[src/rtl/bus_pkg.sv]
// Shared bus-level definitions: terminal ID width, broadcast address and the
// destination-field extractor used by every terminal-side block.
package bus_pkg;

    localparam int ID_W = 8;
    localparam logic [ID_W-1:0] BROADCAST_ID = 8'hFF;
    localparam int MAX_PKT_W = 256;

    // Caller zero-extends its packet to MAX_PKT_W and passes the real width.
    function automatic logic [ID_W-1:0] dest_of(input logic [MAX_PKT_W-1:0] pkt,
                                                 input int pkt_w);
        return pkt[pkt_w-1 -: ID_W];
    endfunction

endpackage

[src/rtl/bus_term_src_fifo.sv]
// Per-terminal first-word-fall-through source queue. It filters self-addressed
// packets and keeps overflow and drop statistics.
module bus_term_src_fifo
    import bus_pkg::*;
#(
    parameter int              pckg_sz   = 16,
    parameter int              depth     = 8,
    parameter logic [ID_W-1:0] id        = '0,
    parameter logic [ID_W-1:0] broadcast = BROADCAST_ID
) (
    input  logic                       clk,
    input  logic                       reset,
    input  logic                       push,
    input  logic [pckg_sz-1:0]         D_in,
    input  logic                       pop,
    output logic                       pndng,
    output logic [pckg_sz-1:0]         D_pop,
    output logic                       full,
    output logic [$clog2(depth):0]     count,
    output logic                       ovf,
    output logic [7:0]                 drop_cnt
);

    localparam int PTR_W = $clog2(depth);
    localparam int CNT_W = PTR_W + 1;
    localparam logic [CNT_W-1:0] DEPTH_C = CNT_W'(depth);

    logic [pckg_sz-1:0] mem [depth];

    logic [PTR_W-1:0] rd_ptr_q, rd_ptr_d;
    logic [PTR_W-1:0] wr_ptr_q, wr_ptr_d;
    logic [CNT_W-1:0] count_q, count_d;
    logic             ovf_q, ovf_d;
    logic [7:0]       drop_cnt_q, drop_cnt_d;

    logic [MAX_PKT_W-1:0] pkt_ext;
    logic [ID_W-1:0]      dest;
    logic                 not_self;
    logic                 pop_a;
    logic                 push_a;

    always_comb begin
        // NOTE: every comb output gets a default first, so no path can infer a latch.
        pkt_ext                = '0;
        pkt_ext[pckg_sz-1:0]   = D_in;
        dest                   = dest_of(pkt_ext, pckg_sz);
        not_self               = (dest != id) || (dest == broadcast);

        pop_a  = pop && (count_q != '0);
        // A simultaneous accepted pop frees the slot, so a full queue can still take data.
        push_a = push && not_self && ((count_q < DEPTH_C) || pop_a);

        rd_ptr_d   = rd_ptr_q;
        wr_ptr_d   = wr_ptr_q;
        count_d    = count_q;
        ovf_d      = ovf_q;
        drop_cnt_d = drop_cnt_q;

        if (push_a) wr_ptr_d = wr_ptr_q + PTR_W'(1);
        if (pop_a)  rd_ptr_d = rd_ptr_q + PTR_W'(1);

        case ({push_a, pop_a})
            2'b10:   count_d = count_q + CNT_W'(1);
            2'b01:   count_d = count_q - CNT_W'(1);
            default: count_d = count_q;
        endcase

        if (push && !push_a) begin
            if (not_self) ovf_d = 1'b1;
            if (drop_cnt_q != 8'hFF) drop_cnt_d = drop_cnt_q + 8'd1;
        end
    end

    // NOTE: sequential state uses non-blocking assignments only.
    always_ff @(posedge clk or posedge reset) begin
        if (reset) begin
            rd_ptr_q   <= '0;
            wr_ptr_q   <= '0;
            count_q    <= '0;
            ovf_q      <= 1'b0;
            drop_cnt_q <= '0;
        end else begin
            rd_ptr_q   <= rd_ptr_d;
            wr_ptr_q   <= wr_ptr_d;
            count_q    <= count_d;
            ovf_q      <= ovf_d;
            drop_cnt_q <= drop_cnt_d;
        end
    end

    // NOTE: storage has no reset; count gates D_pop so stale contents never leak out.
    always_ff @(posedge clk) begin
        if (push_a) mem[wr_ptr_q] <= D_in;
    end

    assign pndng    = (count_q != '0);
    assign D_pop    = pndng ? mem[rd_ptr_q] : '0;
    assign full     = (count_q == DEPTH_C);
    assign count    = count_q;
    assign ovf      = ovf_q;
    assign drop_cnt = drop_cnt_q;

endmodule

[config.mk]
export PLATFORM = sky130hd
export DESIGN_NAME = bus_term_src_fifo
export DESIGN_NICKNAME = d
export VERILOG_FILES = /design/src/rtl/bus_pkg.sv /design/src/rtl/bus_term_src_fifo.sv
export SDC_FILE = /design/constraint.sdc
export NUM_CORES = 1
export LEC_CHECK = 0
export BUFFER_PORTS_ARGS = -buffer_cell sky130_fd_sc_hd__buf_2
export CORE_ASPECT_RATIO = 0.7
export CORE_MARGIN = 2
export CORE_UTILIZATION = 45
export CTS_BUF_LIST = sky130_fd_sc_hd__clkbuf_8
export DETAILED_ROUTE_END_ITERATION = 6
export PLACE_DENSITY_LB_ADDON = 0.15
export SLEW_MARGIN = 15
export SYNTH_ARGS = -nofsm -noshare
export SYNTH_HDL_FRONTEND = slang
export SYNTH_SLANG_ARGS = --single-unit
[constraint.sdc]
create_clock -name clk -period 3.75 [get_ports clk]
set_input_delay 0.1875 -clock clk [delete_from_list [all_inputs] [get_ports clk]]
set_output_delay 0.1875 -clock clk [all_outputs]
set_load 0.05 [all_outputs]
# Yosys cells after proc, flatten, opt, wreduce, memory -nomap -nowiden
# Memories as Yosys holds them, arrays and structs flattened.
# Cells that the tools add are included.
dict set report classes {
  addsub 5
  n_eq_ne 5
  order_cmp 1
  reduce_logical 12
  mux 4
}
# op count
set ops {}
lappend ops {{two-way mux 16 bit} 1}
lappend ops {{adder 8 x 1 -> 8 bit (second input constant)} 1}
lappend ops {{== test 8 bit (second input constant)} 1}
lappend ops {{!= test 8 bit (second input constant)} 1}
lappend ops {{case mux 4 bit (2 select lines)} 1}
lappend ops {{nonzero test 8 bit} 1}
lappend ops {{adder 3 x 1 -> 3 bit (second input constant)} 2}
lappend ops {{adder 4 x 1 -> 4 bit (second input constant)} 1}
lappend ops {{== test 4 bit (second input constant)} 1}
lappend ops {{logical AND 1 bit} 4}
lappend ops {{< comparator 4 bit (second input constant)} 1}
lappend ops {{AND reduction 2 bit} 2}
lappend ops {{nonzero test 4 bit} 1}
lappend ops {{subtractor 4 x 1 -> 4 bit (second input constant)} 1}
lappend ops {{== test 2 x 1 -> 1 bit (second input constant)} 1}
lappend ops {{== test 2 bit (second input constant)} 1}
lappend ops {{logical OR 1 bit} 2}
lappend ops {{two-way mux 1 bit} 2}
lappend ops {{nonzero test 2 bit} 1}
lappend ops {{zero test 1 bit} 1}
dict set report word_totals {
  out_inout_bits 31
  memories 1
  inputBits 20
  wordCells 33
  ff_bits 19
  ramBits 128
}
# memory words word_bits read_ports rd_ports_with_merged_regs wr line_no
set mem_list {}
lappend mem_list {mem 8 16 1 0 1 bus_term_src_fifo.sv:28} ;# logic [pckg_sz-1:0] mem [depth];

# Longest topological paths before layout
# Gate-level depths: netlist of run 1.
dict set report logic_depth {
  depth_word 7
  ltp_mapped 12
  mapped_depth_nobuf 10
}

# Least setup slack after synthesis of run 1
# No wires, ideal clock.
dict set report synth_timing {
  kind {reg-to-reg}
  from {reg count_q[3], in the netlist count[3]}
  to {mem mem[0][0] (enable)}
  synth_period_minus_slack_ns 3.522
  path_buffers 0
  path_slack_ns 0.228
  setup_ns 0.430
  t_required_ns 3.320
  arrival_time_ns 3.091
  path_stages_with_launch 5
  cell_sequence {dfrtp_1 > nor2b_1 > a211oi_1 > inv_1 > nor4_1}
}
dict set report synth_between {
  elab_chain_len 6
  word_cells_on_any_way 7
  classes_between {order compare (1); mux (2); reduce/logical (4)}
}
# element line_no
set synth_rtl {}
lappend synth_rtl {{start: declaration} bus_term_src_fifo.sv:32} ;# logic [CNT_W-1:0] count_q, count_d;
lappend synth_rtl {{start signal: assignment} bus_term_src_fifo.sv:85} ;# count_q <= count_d;
lappend synth_rtl {{parallel branches: the longest is 2 deep, another holds < comparator 4 bit} --}
lappend synth_rtl {{logical OR 1 bit *} bus_term_src_fifo.sv:51} ;# push_a = push && not_self && ((count_q < DEPTH_C) || pop_a);
lappend synth_rtl {{logical AND 1 bit *} bus_term_src_fifo.sv:51}
lappend synth_rtl {{two-way mux 1 bit *} bus_term_src_fifo.sv:93} ;# if (push_a) mem[wr_ptr_q] <= D_in;
lappend synth_rtl {{two-way mux 1 bit (not written as such) *} bus_term_src_fifo.sv:93}
lappend synth_rtl {{end: declaration} bus_term_src_fifo.sv:28}
# Mark *: on every way between the ends.

# Worst setup path in the final report of run 1
dict set report layout_timing {
  from {reg rd_ptr_q[0]}
  to {out D_pop[5]}
}
dict set report layout_between {
  elab_chain_len 2
}
# element line_no
set layout_rtl {}
lappend layout_rtl {{start: declaration} bus_term_src_fifo.sv:30} ;# logic [PTR_W-1:0] rd_ptr_q, rd_ptr_d;
lappend layout_rtl {{start signal: assignment} bus_term_src_fifo.sv:83} ;# rd_ptr_q <= rd_ptr_d;
lappend layout_rtl {{memory read (8 x 16 bit)} --}
lappend layout_rtl {{two-way mux 16 bit} bus_term_src_fifo.sv:97} ;# assign D_pop = pndng ? mem[rd_ptr_q] : '0;
lappend layout_rtl {{end: declaration} bus_term_src_fifo.sv:17} ;# output logic [pckg_sz-1:0] D_pop,
# Every way passes these cells.

==> results.cfg, run 1 <==
[power_and_ir_drop]
powerDensity_nw_per_um2 = 828
vdd_drop_max_v = 0.000326
p_leak_nw = 2.43

[global_routing]
track_usage_pct = 16.6
grt.met2_usage_pct = 25.1
grt_busiest_layer = met2
overflow = 0
gr-usage-met3_pct = 4.01
grt_pass1_wl_um = 16800
met1_usage_pct = 23.7
grt_max_degree = 23
grt_pass1_vias = 2919
antenna_found_initial = 0

[synth]
ys_warn_count = 0
synth_area_leaders = edfxtp_1 65%, mux4_2 12%, dfrtp_1 8.0%
syn_avg_cell_area_sq_um = 19.5
ys_async_sr_fraction_pct = 12.9
synth_edf_count = 128
ys_types = 35
synthesis.area_sq_um = 5940
synth_seq_area_share_pct = 72.7
syn_inst = 305
synth-seq-cells = 147
netlist.area_leader.share_pct = 64.7
synth_flop_cell = edfxtp_1
synth_nets = 331
synth_top_cell_by_area = edfxtp_1

[clock_network]
clockBufferDepth = 2
cts_resized = 0
cts_setup_buffers = 0
path_clk_slew_ps = 80
h-tree-depth = 4
cts_made_buffers = 17
clock-sinks = 147
cts_root_buf = clkbuf_8
cts_tree = done
insertion_delay_ps = 430

[final_layout]
drive_above_1_share_pct = 35.8
insertedDiodeCount = 0
area_growth_pct = 15.3
multi_input_area_sq_um = 1560
seqCellArea_sq_um = 4320
fillers = 1043
final_nets = 401

[outcome]
status = complete, no violations

[route]
first_pass_iters = 4
dr_total_vias = 2969
drt_iter0_drc = 210
avgRoutedWirePerCell_um = 19.7
drtAntennaViolNets = 0
vias_per_cell = 5.38
drt_wl_total_um = 10900
drcViolationCount = 0

[timing]
min_period_over_period_pct = 73.4
fin_tns_setup_ps = 0
relSlewSlack_pct = 25.2
fin_skew_ps = 8.19
min_period_ps = 2750
worstMarginPinSlew_ps = 1120
setup_violations = 0
hold_viol = 0
grt_setup_unrepaired = false
slew_viol_final = 0
max_clock_freq_mhz = 363
layout_setup_ws_ps = 997

[placed_design]
io_buffers = 50
hpwlAfterDp_um = 6740
gp_congestion = 0.751
dpl_worst_slack_ps = 1030

[flow_run]
timing.max_cap.violations = 0

[floorplanning]
die_h_um = 100
design.die.area_sq_um = 14100
core_sq_um = 13000
ios = 51
std_cell_rows = 35
die_w_um = 141
initial_utilization_pct = 45.7

[setup_path]
crit_path_end_kind = output port
arrival_ps = 2570
worstSetupStartpointType = register
r2r_slack_ps = 1040
cp.required_ps = 3560
path_max_fanout = 22
critPathKind = register to output port

[worst_hold_path]
min_path_type = input port to register
==> worst paths after layout <==
check,from,cells past startpoint,end
setup / recovery,rd_ptr_q[0]$_DFFE_PP0P_,5,D_pop[5]
max in group asynchronous,reset,3,rd_ptr_q[0]$_DFFE_PP0P_
hold reg to reg,ovf$_DFFE_PP0P_,1,ovf$_DFFE_PP0P_
min in group asynchronous,reset,3,count[0]$_DFFE_PP0P_
setup reg to reg,count[3]$_DFFE_PP0P_,10,count[2]$_DFFE_PP0P_
hold / removal,D_in[5],1,mem[7][5]$_DFFE_PP_
==> placed cells by master (no fill, tap or decap), types with 2 or more instances in the layout <==
cell / synthesis / layout
nor4_4: 3 / 3
mux4_2: 32 / 32
clkinv_2: 0 / 3
nand4_1: 4 / 4
buf_4: 0 / 12
nor4_1: 3 / 2
mux2i_1: 16 / 16
buf_12: 0 / 2
buf_2: 6 / 50
edfxtp_1: 128 / 128
nor3_1: 8 / 4
inv_1: 3 / 3
clkinv_1: 0 / 5
clkbuf_8: 0 / 17
nand3_1: 2 / 2
dfrtp_1: 19 / 18
mux2_4: 2 / 2
nor3_2: 0 / 4
ha_1: 6 / 6
nand2_1: 7 / 7
a21oi_1: 2 / 2
xnor2_1: 5 / 5
nand2b_1: 4 / 4
nor2_1: 22 / 22
xor2_1: 10 / 10
bufinv_16: 0 / 2
mux2_2: 3 / 3
==> cell usage after synthesis, types with 2 or more instances <==
cell type,number
edfxtp_1,128
mux4_2,32
nor2_1,22
dfrtp_1,19
mux2i_1,16
xor2_1,10
nor3_1,8
nand2_1,7
buf_2,6
clkbuf_1,6
ha_1,6
xnor2_1,5
nand2b_1,4
nand4_1,4
inv_1,3
mux2_2,3
nor4_1,3
nor4_4,3
a21oi_1,2
mux2_4,2
nand3_1,2
==> power by group <==
part           leakage (nW)  internal, W  switching [W]
Clock                 0.179     0.000571       0.000555
Sequential             1.39      0.00204       0.000315
Combinational         0.860     0.000816        0.00137
==> cell type report <==
type	count	area share, %
Clock inverter	13	1.74
Tap cell	166	3.03
Sequential cell	147	63.1
Clock buffer	17	3.42
Timing Repair Buffer	65	5.70
Inverter	4	0.219
Multi-Input combinational cell	140	22.8
==> cells by family (layout without fill, tap and decap cells) <==
family                   after synthesis  in the layout  synth area share [%]
flip-flops                           147            147                  72.7
multiplexers                          53             53                  15.9
buffers and inverters                 18             99                  1.39
XOR/XNOR                              15             15                  2.21
AO/OA/AOI/OAI                          8              8                 0.906
adder cells (fa/ha/maj)                6              6                  1.26
AND/OR/NAND/NOR                       58             58                  5.58
==> flip-flops by register name (all words and copies together), names as in the netlist <==
name      count
ovf           1
mem         128
drop_cnt      8
wr_ptr_q      3
rd_ptr_q      3
count         4
==> stage by stage <==
step / area [sq um] / utilization (%) / power (W) / instances / hold WS (ps)
global route: 6850 / 52.7 / 0.00596 / 552 / 21.4
detailed placement: 6490 / 49.9 / 0.00461 / 521 / 362
global placement: 6490 / 49.9 / 0.00460 / 521 / 354
CTS: 6850 / 52.7 / 0.00575 / 552 / 3.28
floorplan: 5940 / - / 0.00403 / 305 / 139
finish: 6850 / 52.7 / 0.00567 / 552 / 33.4
==> what timing repair did <==
item,in CTS,in global routing
endpoints found under the setup margin,0,0
hold buffers,1,0
endpoints found under the hold margin,19,0
==> metal layers <==
metal / share of wire, % / wire length [um]
met1: 49 / 5290
met2: 47 / 5120
met3: 3.2 / 347
met4: 1.0 / 109
met5: 0 / 0
==> worst max-delay path: stages (launching register included) <==
cell and delay [ps]:
dfrtp_2 840, buf_4 320, mux4_2 510, mux2i_1 170, nor2_1 60, buf_2 210
No activity file was read; power rests on OpenSTA's default activity.
==> run 2: changes to the inputs <==
Clock period 3.75 ns to 2.5 ns, I/O delays scaled along.
==> results.cfg, run 2 (same netlist as run 1, synthesis figures left out) <==
[outcome]
status = complete, no violations

[setup_path]
critPathKind = input port to register
arrival_ps = 2620
worstSetupStartpointType = input port
crit_family = buffers and inverters
worst_path_largest_cell_delay_ps = 530
critPathBufInv = 3
crit_path_end_kind = register
rr_worst_depth = 10
cp.required_ps = 2860
cpMostUsedCell = xor2_1
crit_slowest_cell = dlygate4sd3_1
worstPathCellList = dlygate4sd3_1 > buf_2 > nor4_4 > a211oi_2 > inv_1 > ha_4 > xor2_1 > ha_2 > a21oi_2 > xor2_1 > nor2_1 > xor2_1
path_max_fanout = 9
path_depth = 12

[power_and_ir_drop]
power_w = 0.00894
p_clk_share_pct = 20.9
powerDensity_nw_per_um2 = 1250
switchingPower_w = 0.00342
p_leak_nw = 2.54
sw_frac_of_total_pct = 38.3
seq_power_share_pct = 37.6
p_comb_share_pct = 41.5
p_int_w = 0.00552
vdd_drop_max_v = 0.000474

[route]
drt_iter0_drc = 163
drtAntennaViolNets = 0
avgRoutedWirePerCell_um = 19.9
first_pass_iters = 4
dr_total_vias = 3026
drcViolationCount = 0
vias_per_cell = 5.31
drt_wl_total_um = 11300

[floorplanning]
core_sq_um = 13000
design.die.area_sq_um = 14100
initial_utilization_pct = 45.7
die_h_um = 100
ios = 51
std_cell_rows = 35
die_w_um = 141

[clock_network]
h-tree-depth = 4
cts_root_buf = clkbuf_8
path_clk_slew_ps = 70
insertion_delay_ps = 430
clockBufferDepth = 2
cts_tree = done
clock-sinks = 147
cts_made_buffers = 17

[timing]
fin_tns_setup_ps = 0
fin_skew_ps = 7.15
grt_setup_unrepaired = false
worstMarginPinSlew_ps = 778
min_period_ps = 2270
hold_viol = 0
max_clock_freq_mhz = 441
min_period_over_period_pct = 90.6
slew_viol_final = 0
relSlewSlack_pct = 48.1
setup_violations = 0

[final_layout]
area_growth_pct = 20.0
final_nets = 419
final_cell_mix = 128 x edfxtp_1, 50 x buf_2, 32 x mux4_2
final_common_cell = edfxtp_1
regMostFlops = mem
finalNonFillerCells = 570
insertedDiodeCount = 0
drive_above_1_share_pct = 38.4
largest_reg_flops = 128

[global_routing]
track_usage_pct = 17.2
grt_pass1_vias = 3028
grt_max_degree = 35
grt_pass1_wl_um = 17400
overflow = 0
antenna_found_initial = 0

[worst_hold_path]
worstHoldPathCells = 1
min_path_type = input port to register

[placed_design]
io_buffers = 50
gp_congestion = 0.769
place_inst = 525
hpwlAfterDp_um = 6790

[flow_run]
timing.max_cap.violations = 0
-- run 2: layer usage --
layer,up-vias,share of wire (%),track usage [%]
li1,1387,-,-
met1,1573,49,24.5
met2,52,47,26.2
met3,14,3.3,3.82
met4,0,1.4,6.69
met5,-,0,0
-- run 2: final cells by class --
cell class	count	area, sq um
fill	1020	5880
inverter	4	17.5
timing repair buffer	83	576
clock buffer	17	234
sequential	147	4330
tap	166	208
multi-input combinational	140	1600
clock inverter	13	169
-- run 2: per-stage QoR --
stage | cell area [sq um] | utilization (%) | hold slack, ps | worst slack [ps]
finish | 7130 | 54.8 | 29.1 | 234
global route | 7130 | 54.8 | 15.7 | 80.0
CTS | 7070 | 54.4 | 7.52 | 29.6
detailed placement | 6560 | 50.4 | 304 | 323
global placement | 6560 | 50.4 | 294 | 374
floorplan | 6020 | - | 75.9 | -117
-- run 2: path summary, 6_finish.rpt --
check                      slack, ps                      end                  from
setup reg to reg                 280     count[2]$_DFFE_PP0P_  count[3]$_DFFE_PP0P_
setup / recovery                 230     count[2]$_DFFE_PP0P_               D_in[8]
min in group asynchronous        380  drop_cnt[5]$_DFFE_PP0P_                 reset
max in group asynchronous       1560  rd_ptr_q[0]$_DFFE_PP0P_                 reset
hold / removal                    30     mem[4][13]$_DFFE_PP_              D_in[13]
hold reg to reg                  470          ovf$_DFFE_PP0P_       ovf$_DFFE_PP0P_
-- run 2: power by group through the flow --
stage	clock (W)	combinational [W]	sequential, W
after detailed placement	0	0.00360	0.00346
after CTS	0.00192	0.00362	0.00341
after global placement	0	0.00358	0.00344
after floorplan	0	0.00259	0.00353
after global routing	0.00202	0.00397	0.00340
final	0.00187	0.00371	0.00336
-- run 2: worst register-to-register path, delay by kind of cell, from the launching register on --
family,cells,cell delay (ps)
buf+inv,1,180
simple gates,2,240
flops,1,380
xor+xnor,3,450
compound gates,2,460
fa+ha+maj,2,400
-- run 2: timing repair --
action	in CTS	in global routing
endpoints found under the hold margin	95	0
setup buffers	0	4
hold buffers	11	0
gates resized for setup	1	0
setup endpoints to repair	4	4
